### src/rtl/ita_serdiv_array.sv
// Array of radix-2 restoring dividers with in-order, tagged retirement.
// Units are filled round-robin by a dispatch pointer and drained by a retire pointer.
module ita_serdiv_array #(
  parameter int WIDTH     = 32,
  parameter int NUM_UNITS = 4,
  parameter int TAG_W     = 4
) (
  input  logic             clk_i,
  input  logic             rst_i,
  input  logic             flush_i,
  input  logic             in_vld_i,
  output logic             in_rdy_o,
  input  logic [WIDTH-1:0] op_a_i,
  input  logic [WIDTH-1:0] op_b_i,
  input  logic [1:0]       opcode_i,
  input  logic [TAG_W-1:0] tag_i,
  output logic             out_vld_o,
  input  logic             out_rdy_i,
  output logic [WIDTH-1:0] res_o,
  output logic [TAG_W-1:0] tag_o
);
  localparam int PTR_W = (NUM_UNITS > 1) ? $clog2(NUM_UNITS) : 1;
  localparam int CNT_W = $clog2(WIDTH);

  typedef enum logic [1:0] {
    ST_IDLE = 2'd0,
    ST_BUSY = 2'd1,
    ST_DONE = 2'd2
  } unit_st_e;

  unit_st_e         st_q   [NUM_UNITS];
  unit_st_e         st_d   [NUM_UNITS];
  logic             first_q[NUM_UNITS];
  logic             first_d[NUM_UNITS];
  logic [CNT_W-1:0] cnt_q  [NUM_UNITS];
  logic [CNT_W-1:0] cnt_d  [NUM_UNITS];
  logic [WIDTH-1:0] a_q    [NUM_UNITS];
  logic [WIDTH-1:0] a_d    [NUM_UNITS];
  logic [WIDTH-1:0] dq_q   [NUM_UNITS];
  logic [WIDTH-1:0] dq_d   [NUM_UNITS];
  logic [WIDTH-1:0] dvs_q  [NUM_UNITS];
  logic [WIDTH-1:0] dvs_d  [NUM_UNITS];
  logic [WIDTH-1:0] rem_q  [NUM_UNITS];
  logic [WIDTH-1:0] rem_d  [NUM_UNITS];
  logic [WIDTH-1:0] res_q  [NUM_UNITS];
  logic [WIDTH-1:0] res_d  [NUM_UNITS];
  logic [TAG_W-1:0] tag_q  [NUM_UNITS];
  logic [TAG_W-1:0] tag_d  [NUM_UNITS];
  logic             qneg_q [NUM_UNITS];
  logic             qneg_d [NUM_UNITS];
  logic             rneg_q [NUM_UNITS];
  logic             rneg_d [NUM_UNITS];
  logic             rsel_q [NUM_UNITS];
  logic             rsel_d [NUM_UNITS];
  logic [PTR_W-1:0] disp_ptr_q, disp_ptr_d;
  logic [PTR_W-1:0] ret_ptr_q, ret_ptr_d;
  logic             accept_s, retire_s;

  function automatic logic [WIDTH-1:0] negate_f(input logic [WIDTH-1:0] v);
    return ~v + WIDTH'(1'b1);
  endfunction

  function automatic logic [WIDTH-1:0] abs_f(input logic [WIDTH-1:0] v, input logic sgn);
    return (sgn && v[WIDTH-1]) ? negate_f(v) : v;
  endfunction

  // One restoring step: returns {next remainder, dividend/quotient shift register}.
  function automatic logic [2*WIDTH-1:0] step_f(input logic [WIDTH-1:0] rem,
                                                input logic [WIDTH-1:0] dq,
                                                input logic [WIDTH-1:0] dvs);
    logic [WIDTH:0] trial;
    trial = {rem, dq[WIDTH-1]};
    if (trial >= {1'b0, dvs}) begin
      trial = trial - {1'b0, dvs};
      return {trial[WIDTH-1:0], dq[WIDTH-2:0], 1'b1};
    end else begin
      return {trial[WIDTH-1:0], dq[WIDTH-2:0], 1'b0};
    end
  endfunction

  function automatic logic [PTR_W-1:0] ptr_inc_f(input logic [PTR_W-1:0] p);
    return (p == PTR_W'(NUM_UNITS - 1)) ? {PTR_W{1'b0}} : p + PTR_W'(1'b1);
  endfunction

  // Handshakes, pointer advance and per-unit next state / datapath.
  always_comb begin
    in_rdy_o   = (st_q[disp_ptr_q] == ST_IDLE) && !flush_i;
    out_vld_o  = (st_q[ret_ptr_q] == ST_DONE) && !flush_i;
    res_o      = res_q[ret_ptr_q];
    tag_o      = tag_q[ret_ptr_q];
    accept_s   = in_vld_i && in_rdy_o;
    retire_s   = out_vld_o && out_rdy_i;
    disp_ptr_d = accept_s ? ptr_inc_f(disp_ptr_q) : disp_ptr_q;
    ret_ptr_d  = retire_s ? ptr_inc_f(ret_ptr_q) : ret_ptr_q;
    for (int u = 0; u < NUM_UNITS; u++) begin
      st_d[u]    = st_q[u];
      first_d[u] = first_q[u];
      cnt_d[u]   = cnt_q[u];
      a_d[u]     = a_q[u];
      dq_d[u]    = dq_q[u];
      dvs_d[u]   = dvs_q[u];
      rem_d[u]   = rem_q[u];
      res_d[u]   = res_q[u];
      tag_d[u]   = tag_q[u];
      qneg_d[u]  = qneg_q[u];
      rneg_d[u]  = rneg_q[u];
      rsel_d[u]  = rsel_q[u];
      case (st_q[u])
        ST_IDLE: begin
          if (accept_s && (disp_ptr_q == PTR_W'(u))) begin
            st_d[u]    = ST_BUSY;
            first_d[u] = 1'b1;
            cnt_d[u]   = {CNT_W{1'b0}};
            a_d[u]     = op_a_i;
            dq_d[u]    = abs_f(op_a_i, opcode_i[0]);
            dvs_d[u]   = abs_f(op_b_i, opcode_i[0]);
            qneg_d[u]  = opcode_i[0] & (op_a_i[WIDTH-1] ^ op_b_i[WIDTH-1]);
            rneg_d[u]  = opcode_i[0] & op_a_i[WIDTH-1];
            rsel_d[u]  = opcode_i[1];
            tag_d[u]   = tag_i;
          end else begin
            st_d[u] = ST_IDLE;
          end
        end
        ST_BUSY: begin
          // First busy cycle resolves the early exits; a==0 is covered by |b|>|a|.
          if (first_q[u]) begin
            if (dvs_q[u] == {WIDTH{1'b0}}) begin
              st_d[u]  = ST_DONE;
              res_d[u] = rsel_q[u] ? a_q[u] : {WIDTH{1'b1}};
            end else if (dvs_q[u] > dq_q[u]) begin
              st_d[u]  = ST_DONE;
              res_d[u] = rsel_q[u] ? a_q[u] : {WIDTH{1'b0}};
            end else begin
              first_d[u] = 1'b0;
              rem_d[u]   = {WIDTH{1'b0}};
            end
          end else begin
            {rem_d[u], dq_d[u]} = step_f(rem_q[u], dq_q[u], dvs_q[u]);
            cnt_d[u] = cnt_q[u] + CNT_W'(1'b1);
            if (cnt_q[u] == CNT_W'(WIDTH - 1)) begin
              st_d[u]  = ST_DONE;
              res_d[u] = rsel_q[u] ? (rneg_q[u] ? negate_f(rem_d[u]) : rem_d[u])
                                   : (qneg_q[u] ? negate_f(dq_d[u]) : dq_d[u]);
            end else begin
              st_d[u] = ST_BUSY;
            end
          end
        end
        ST_DONE: begin
          if (retire_s && (ret_ptr_q == PTR_W'(u))) begin
            st_d[u] = ST_IDLE;
          end else begin
            st_d[u] = ST_DONE;
          end
        end
        default: st_d[u] = ST_IDLE;
      endcase
    end
  end

  // Control state: reset and flush both clear unit states and pointers.
  always_ff @(posedge clk_i) begin
    if (rst_i || flush_i) begin
      disp_ptr_q <= {PTR_W{1'b0}};
      ret_ptr_q  <= {PTR_W{1'b0}};
      for (int u = 0; u < NUM_UNITS; u++) begin
        st_q[u] <= ST_IDLE;
      end
    end else begin
      disp_ptr_q <= disp_ptr_d;
      ret_ptr_q  <= ret_ptr_d;
      for (int u = 0; u < NUM_UNITS; u++) begin
        st_q[u] <= st_d[u];
      end
    end
  end

  // Per-unit operand, iteration and result registers.
  always_ff @(posedge clk_i) begin
    for (int u = 0; u < NUM_UNITS; u++) begin
      if (rst_i) begin
        first_q[u] <= 1'b0;
        cnt_q[u]   <= {CNT_W{1'b0}};
        a_q[u]     <= {WIDTH{1'b0}};
        dq_q[u]    <= {WIDTH{1'b0}};
        dvs_q[u]   <= {WIDTH{1'b0}};
        rem_q[u]   <= {WIDTH{1'b0}};
        res_q[u]   <= {WIDTH{1'b0}};
        tag_q[u]   <= {TAG_W{1'b0}};
        qneg_q[u]  <= 1'b0;
        rneg_q[u]  <= 1'b0;
        rsel_q[u]  <= 1'b0;
      end else begin
        first_q[u] <= first_d[u];
        cnt_q[u]   <= cnt_d[u];
        a_q[u]     <= a_d[u];
        dq_q[u]    <= dq_d[u];
        dvs_q[u]   <= dvs_d[u];
        rem_q[u]   <= rem_d[u];
        res_q[u]   <= res_d[u];
        tag_q[u]   <= tag_d[u];
        qneg_q[u]  <= qneg_d[u];
        rneg_q[u]  <= rneg_d[u];
        rsel_q[u]  <= rsel_d[u];
      end
    end
  end

endmodule

### config.mk
export PLATFORM = sky130hd
export DESIGN_NAME = ita_serdiv_array
export DESIGN_NICKNAME = d
export VERILOG_FILES = /design/src/rtl/ita_serdiv_array.sv
export SDC_FILE = /design/constraint.sdc
export NUM_CORES = 2
export LEC_CHECK = 0
export CORE_UTILIZATION = 58
export CTS_CLUSTER_DIAMETER = 80
export DETAILED_ROUTE_END_ITERATION = 7
export PLACE_DENSITY = 0.75
export SYNTH_ARGS = -nofsm -noshare
export SYNTH_HDL_FRONTEND = slang
export SYNTH_SLANG_ARGS = --single-unit
export TNS_END_PERCENT = 30
### constraint.sdc
create_clock -name clk_i -period 11.5 [get_ports clk_i]
set_clock_uncertainty 0.05 [all_clocks]
set_input_delay 3.45 -clock clk_i [delete_from_list [all_inputs] [get_ports clk_i]]
set_output_delay 3.45 -clock clk_i [all_outputs]
set_load 0.01 [all_outputs]
* Word level (Yosys, flattened, before mapping)
Memory sizes are Yosys's and may differ from the RTL's. A register that Yosys moved wholly into a read port is not among the register bits.
Cells that the tools add are included.
** Storage, ports and cells
- Flip-flop bits (word level) :: 4
- Bits in writable memories :: 700
- Output and inout bits :: 38
- Logic and storage cells :: 431
- Memories :: 12
** Memory list
- a_q :: words 4, width 32, rd ports 4, clocked after memory_dff 0, write ports 4, RTL line 37 : logic [WIDTH-1:0] a_q [NUM_UNITS];
- dq_q :: words 4, width 32, rd ports 4, clocked after memory_dff 0, write ports 4, RTL line 39 : logic [WIDTH-1:0] dq_q [NUM_UNITS];
- dvs_q :: words 4, width 32, rd ports 4, clocked after memory_dff 0, write ports 4, RTL line 41 : logic [WIDTH-1:0] dvs_q [NUM_UNITS];
- rem_q :: words 4, width 32, rd ports 4, clocked after memory_dff 0, write ports 4, RTL line 43 : logic [WIDTH-1:0] rem_q [NUM_UNITS];
- res_q :: words 4, width 32, rd ports 1, clocked after memory_dff 1, write ports 4, RTL line 45 : logic [WIDTH-1:0] res_q [NUM_UNITS];
- cnt_q :: words 4, width 5, rd ports 4, clocked after memory_dff 0, write ports 4, RTL line 35 : logic [CNT_W-1:0] cnt_q [NUM_UNITS];
- 6 more memories
** Operators by class
- Add/subtract/negate cells :: 20
- Magnitude comparators :: 8
- Equal/unequal tests :: 39
- Mux-type cells :: 254
- Bitwise logic cells :: 61
- Reduce and logical (&&, ||, !) cells :: 35
** Operator list (count)
- 32-bit two-way mux :: 102
- 64-bit two-way mux :: 12
- 32-bit by 1-bit adder with 32-bit output, second input constant :: 10
- 32-bit inverter :: 10
- 32-bit case mux with 2 select lines :: 4
- 33-bit by 32-bit >= comparator with 1-bit output :: 4
- 32-bit > comparator :: 4
- 32-bit zero test :: 4
- 32-bit subtractor :: 4
- 2-bit two-way mux :: 34
- 1-bit two-way mux :: 66
- 5-bit two-way mux :: 12
- 4-bit two-way mux :: 12
- 1-bit OR :: 48
- 5-bit case mux with 2 select lines :: 4
- 2-bit case mux with 3 select lines :: 4
- 5-bit by 1-bit adder with 5-bit output, second input constant :: 4
- 5-bit equality test, second input constant :: 4
- 2-bit equality test, second input constant :: 9
- 4-bit != test, second input constant :: 4
- 4-bit AND reduction :: 4
- 1-bit logical AND :: 14
- 2-bit zero test :: 7
- 2-bit by 1-bit equality test with 1-bit output, second input constant :: 6
- other kinds (10) :: 31

* Logic depth before layout (Yosys ltp)
An unclocked memory read counts as a cell.
- Depth after elaboration :: 13
- Depth in mapped cells :: 26
- Depth with buffers taken out :: 22

* Worst setup path before layout
OpenSTA, ideal clock, no wires.
- Kind :: input -> output
- Start :: input port flush_i
- End :: output port in_rdy_o
- Data arrival time :: 3.812 ns
- Required time :: 8.000 ns
- Path slack :: 4.188 ns
- Stages :: 1
- Cell sequence :: a211oi_1
** On the way
- Word-level cells in the longest chain between the ends :: 2
** Ends and longest elaborated chain
- start, declared :: RTL line 10 : input logic flush_i,
- 1-bit zero test :: RTL line 87 : in_rdy_o = (st_q[disp_ptr_q] == ST_IDLE) && !flush_i;
- 1-bit logical AND :: RTL line 87
- end, declared :: RTL line 12 : output logic in_rdy_o,
No other way between the ends.

* Worst setup path after layout
Same ends and word-level chain as after synthesis.

==> impl_metrics.toml <==
[die]
die-height_um = 295
boundaryPins = 113
num_rows = 107
coreArea_um2 = 85100
initial_core_util_pct = 58.5
die_width_um = 295
die-area_um2 = 87100

[power]
powerDensity_nw_per_um2 = 122
ir_worst_vdd_uv = 114
power_leakage_nw = 21.2
p_total_mw = 6.67

[synthesis]
ys_async_sr_fraction_pct = 0
yosysWarnings = 0
synth.most_common_cell = "nand2_1"
yosysSeqAreaShare_pct = 31.3
avgSynthCellArea_um2 = 7.72
synth_area_leader_cell = "dfxtp_1"
synth_edf_count = 144
ys_seq_elements = 708
synth_nets = 6814
synthCells = 6453
synth.top_cell.area_share_pct = 22.7
ys_top_cells_by_count = "nand2_1, a21oi_1, dfxtp_1"
synth_flop_cell = "dfxtp_1"
ys_types = 108
synth.area.top_cells = "dfxtp_1, edfxtp_1, ha_1, nand2_1, a21oi_1"
synth.cell_area_um2 = 49800

[setup_path]
worstPathRequired_ps = 8000
worstSetupEndpointType = "output pin"
crit_type = "in -> out"
slowest_delay_ps = 630
crit_chain = "clkdlybuf4s50_1, a211oi_1, clkdlybuf4s50_1"
cp-start-kind = "primary input"
crit_top_cell = "clkdlybuf4s50_1"
cp_slowest_cell = "clkdlybuf4s50_1"
cpLargestDelayFamily = "buffers and inverters"
r2r_slack_ps = 4400
cp.arrival_ps = 4930
path_buf_inv = 2
cp_max_fo = 3

[drt]
first_pass_iters = 6
vias_per_cell = 6.73
wire_per_inst_um = 26.3
drt-total-wl_um = 199000
drt_iter0_drc = 7544
ant_nets = 0
num_vias = 51000
drc = 0

[global_route]
grt_max_degree = 100
grt_pass1_vias = 45900
antenna_found_initial = 19
grt_overflow_total = 0
grt_use_total_pct = 44.5
grt_pass1_wl_um = 290000

[final_layout]
area_growth_pct = 9.99
drive_above_1_share_pct = 6.78
nets = 6717
final_util_pct = 64.4
fin_cells = 7580
finalInstanceArea_um2 = 54800
fillCellCount = 7563

[timing]
hold_viol = 0
setup_viol = 0
worst_slew_pin_slew_ps = 1430
fmax_ghz = 0.119
grt_setup_unrepaired = "no"
relSlewSlack_pct = 4.54
drv_slew = 0
period_minus_slack_ps = 8430
period_share_pct = 73.3
fin_ws_ps = 3070
final.hold.worst_slack_ps = 406
fin_tns_setup_ps = 0

[place]
gp_congestion = 1.06
place_worst_setup_slack_ps = 3020
dpl.cell_count = 7416
io_buffers = 112
post-dp-hpwl_um = 147000
place_area_um2 = 52000

[clocking]
path_clk_slew_ps = 60
hold_buffers = 0
cts_resized = 0
ctsRootBufferMaster = "clkbuf_16"
cts_buffers = 82
cts.htree.levels = 3
tritoncts = "yes"
cts_setup_buffers = 0
clkLatencyLatePin_ps = 680
clk_path_buf_depth = 3
clock_sinks = 708

[job]
cap_violations = 0

[run_status]
status = "completed"

[hold_path]
hp-class = "reg -> reg"
## kinds of logic after synthesis
logic type               synth area share (%)
AO/OA/AOI/OAI                            25.2
XOR/XNOR                                 6.36
adder cells (fa/ha/maj)                  7.24
buffers and inverters                    5.87
flip-flops                               31.3
multiplexers                             3.60
AND/OR/NAND/NOR                          20.4
## worst min-delay path, cell delays in order (launching register included)
cell     delay [ps]
dfxtp_1         310
nand2_1          50
a21oi_1          50
## worst paths after layout
path	depth (start not counted)	endpoint	start
max	3	in_rdy_o	flush_i
min reg2reg	2	a_q[0][31]	a_q[0][31]
min	2	a_q[0][31]	a_q[0][31]
max reg2reg	19	res_q[3][26]	dvs_q[3][6]
## cell usage in the layout, fill, tap and decap left out, types with 95 or more instances in the layout
cell               n
buf_4            133
o211ai_1         124
a21oi_1          653
ha_1             282
dfxtp_1          558
clkdlybuf4s50_1  111
edfxtp_1         144
nor3_1           145
xnor2_1          239
nand4_1          100
a21o_1            95
xor2_1           101
inv_1            329
nor2_1           548
o21ai_0          373
a211oi_1         224
nand2_1          921
## registers in the layout, indices dropped and copies added, names as in the netlist, named ones only
register and cells:
cnt_q 20, dvs_q 128, dq_q 128, tag_q 16
ret_ptr_q 2, rem_q 128, disp_ptr_q 2, a_q 128
rneg_q 4, st_q 8, res_q 128, qneg_q 4
first_q 4, rsel_q 4
## power breakdown
part / internal (mW) / switching (mW) / total, mW / leakage, nW
sequential: 2.58 / 0.0502 / 2.63 / 6.05
clock: 1.58 / 1.20 / 2.77 / 1.33
combinational: 0.404 / 0.862 / 1.27 / 13.9
## per-layer routing
metal / part of all wire, % / up-vias / GRT usage [%]
li1: - / 23100 / -
met1: 39 / 24200 / 59.1
met2: 41 / 3119 / 64.1
met3: 14 / 674 / 14.1
met4: 6.3 / 22 / 24.0
met5: 0.072 / - / 0
## layout make-up
cell class	count	area (um^2)	area share, %
Clock inverter	54	594	1.08
Timing Repair Buffer	245	2120	3.88
Sequential cell	708	15600	28.5
Inverter	336	1260	2.31
Antenna cell	10	25.0	0.0457
Multi-Input combinational cell	4983	31600	57.6
Clock buffer	100	2190	4.00
Tap cell	1144	1430	2.61
(Power assumes the default switching activity.)
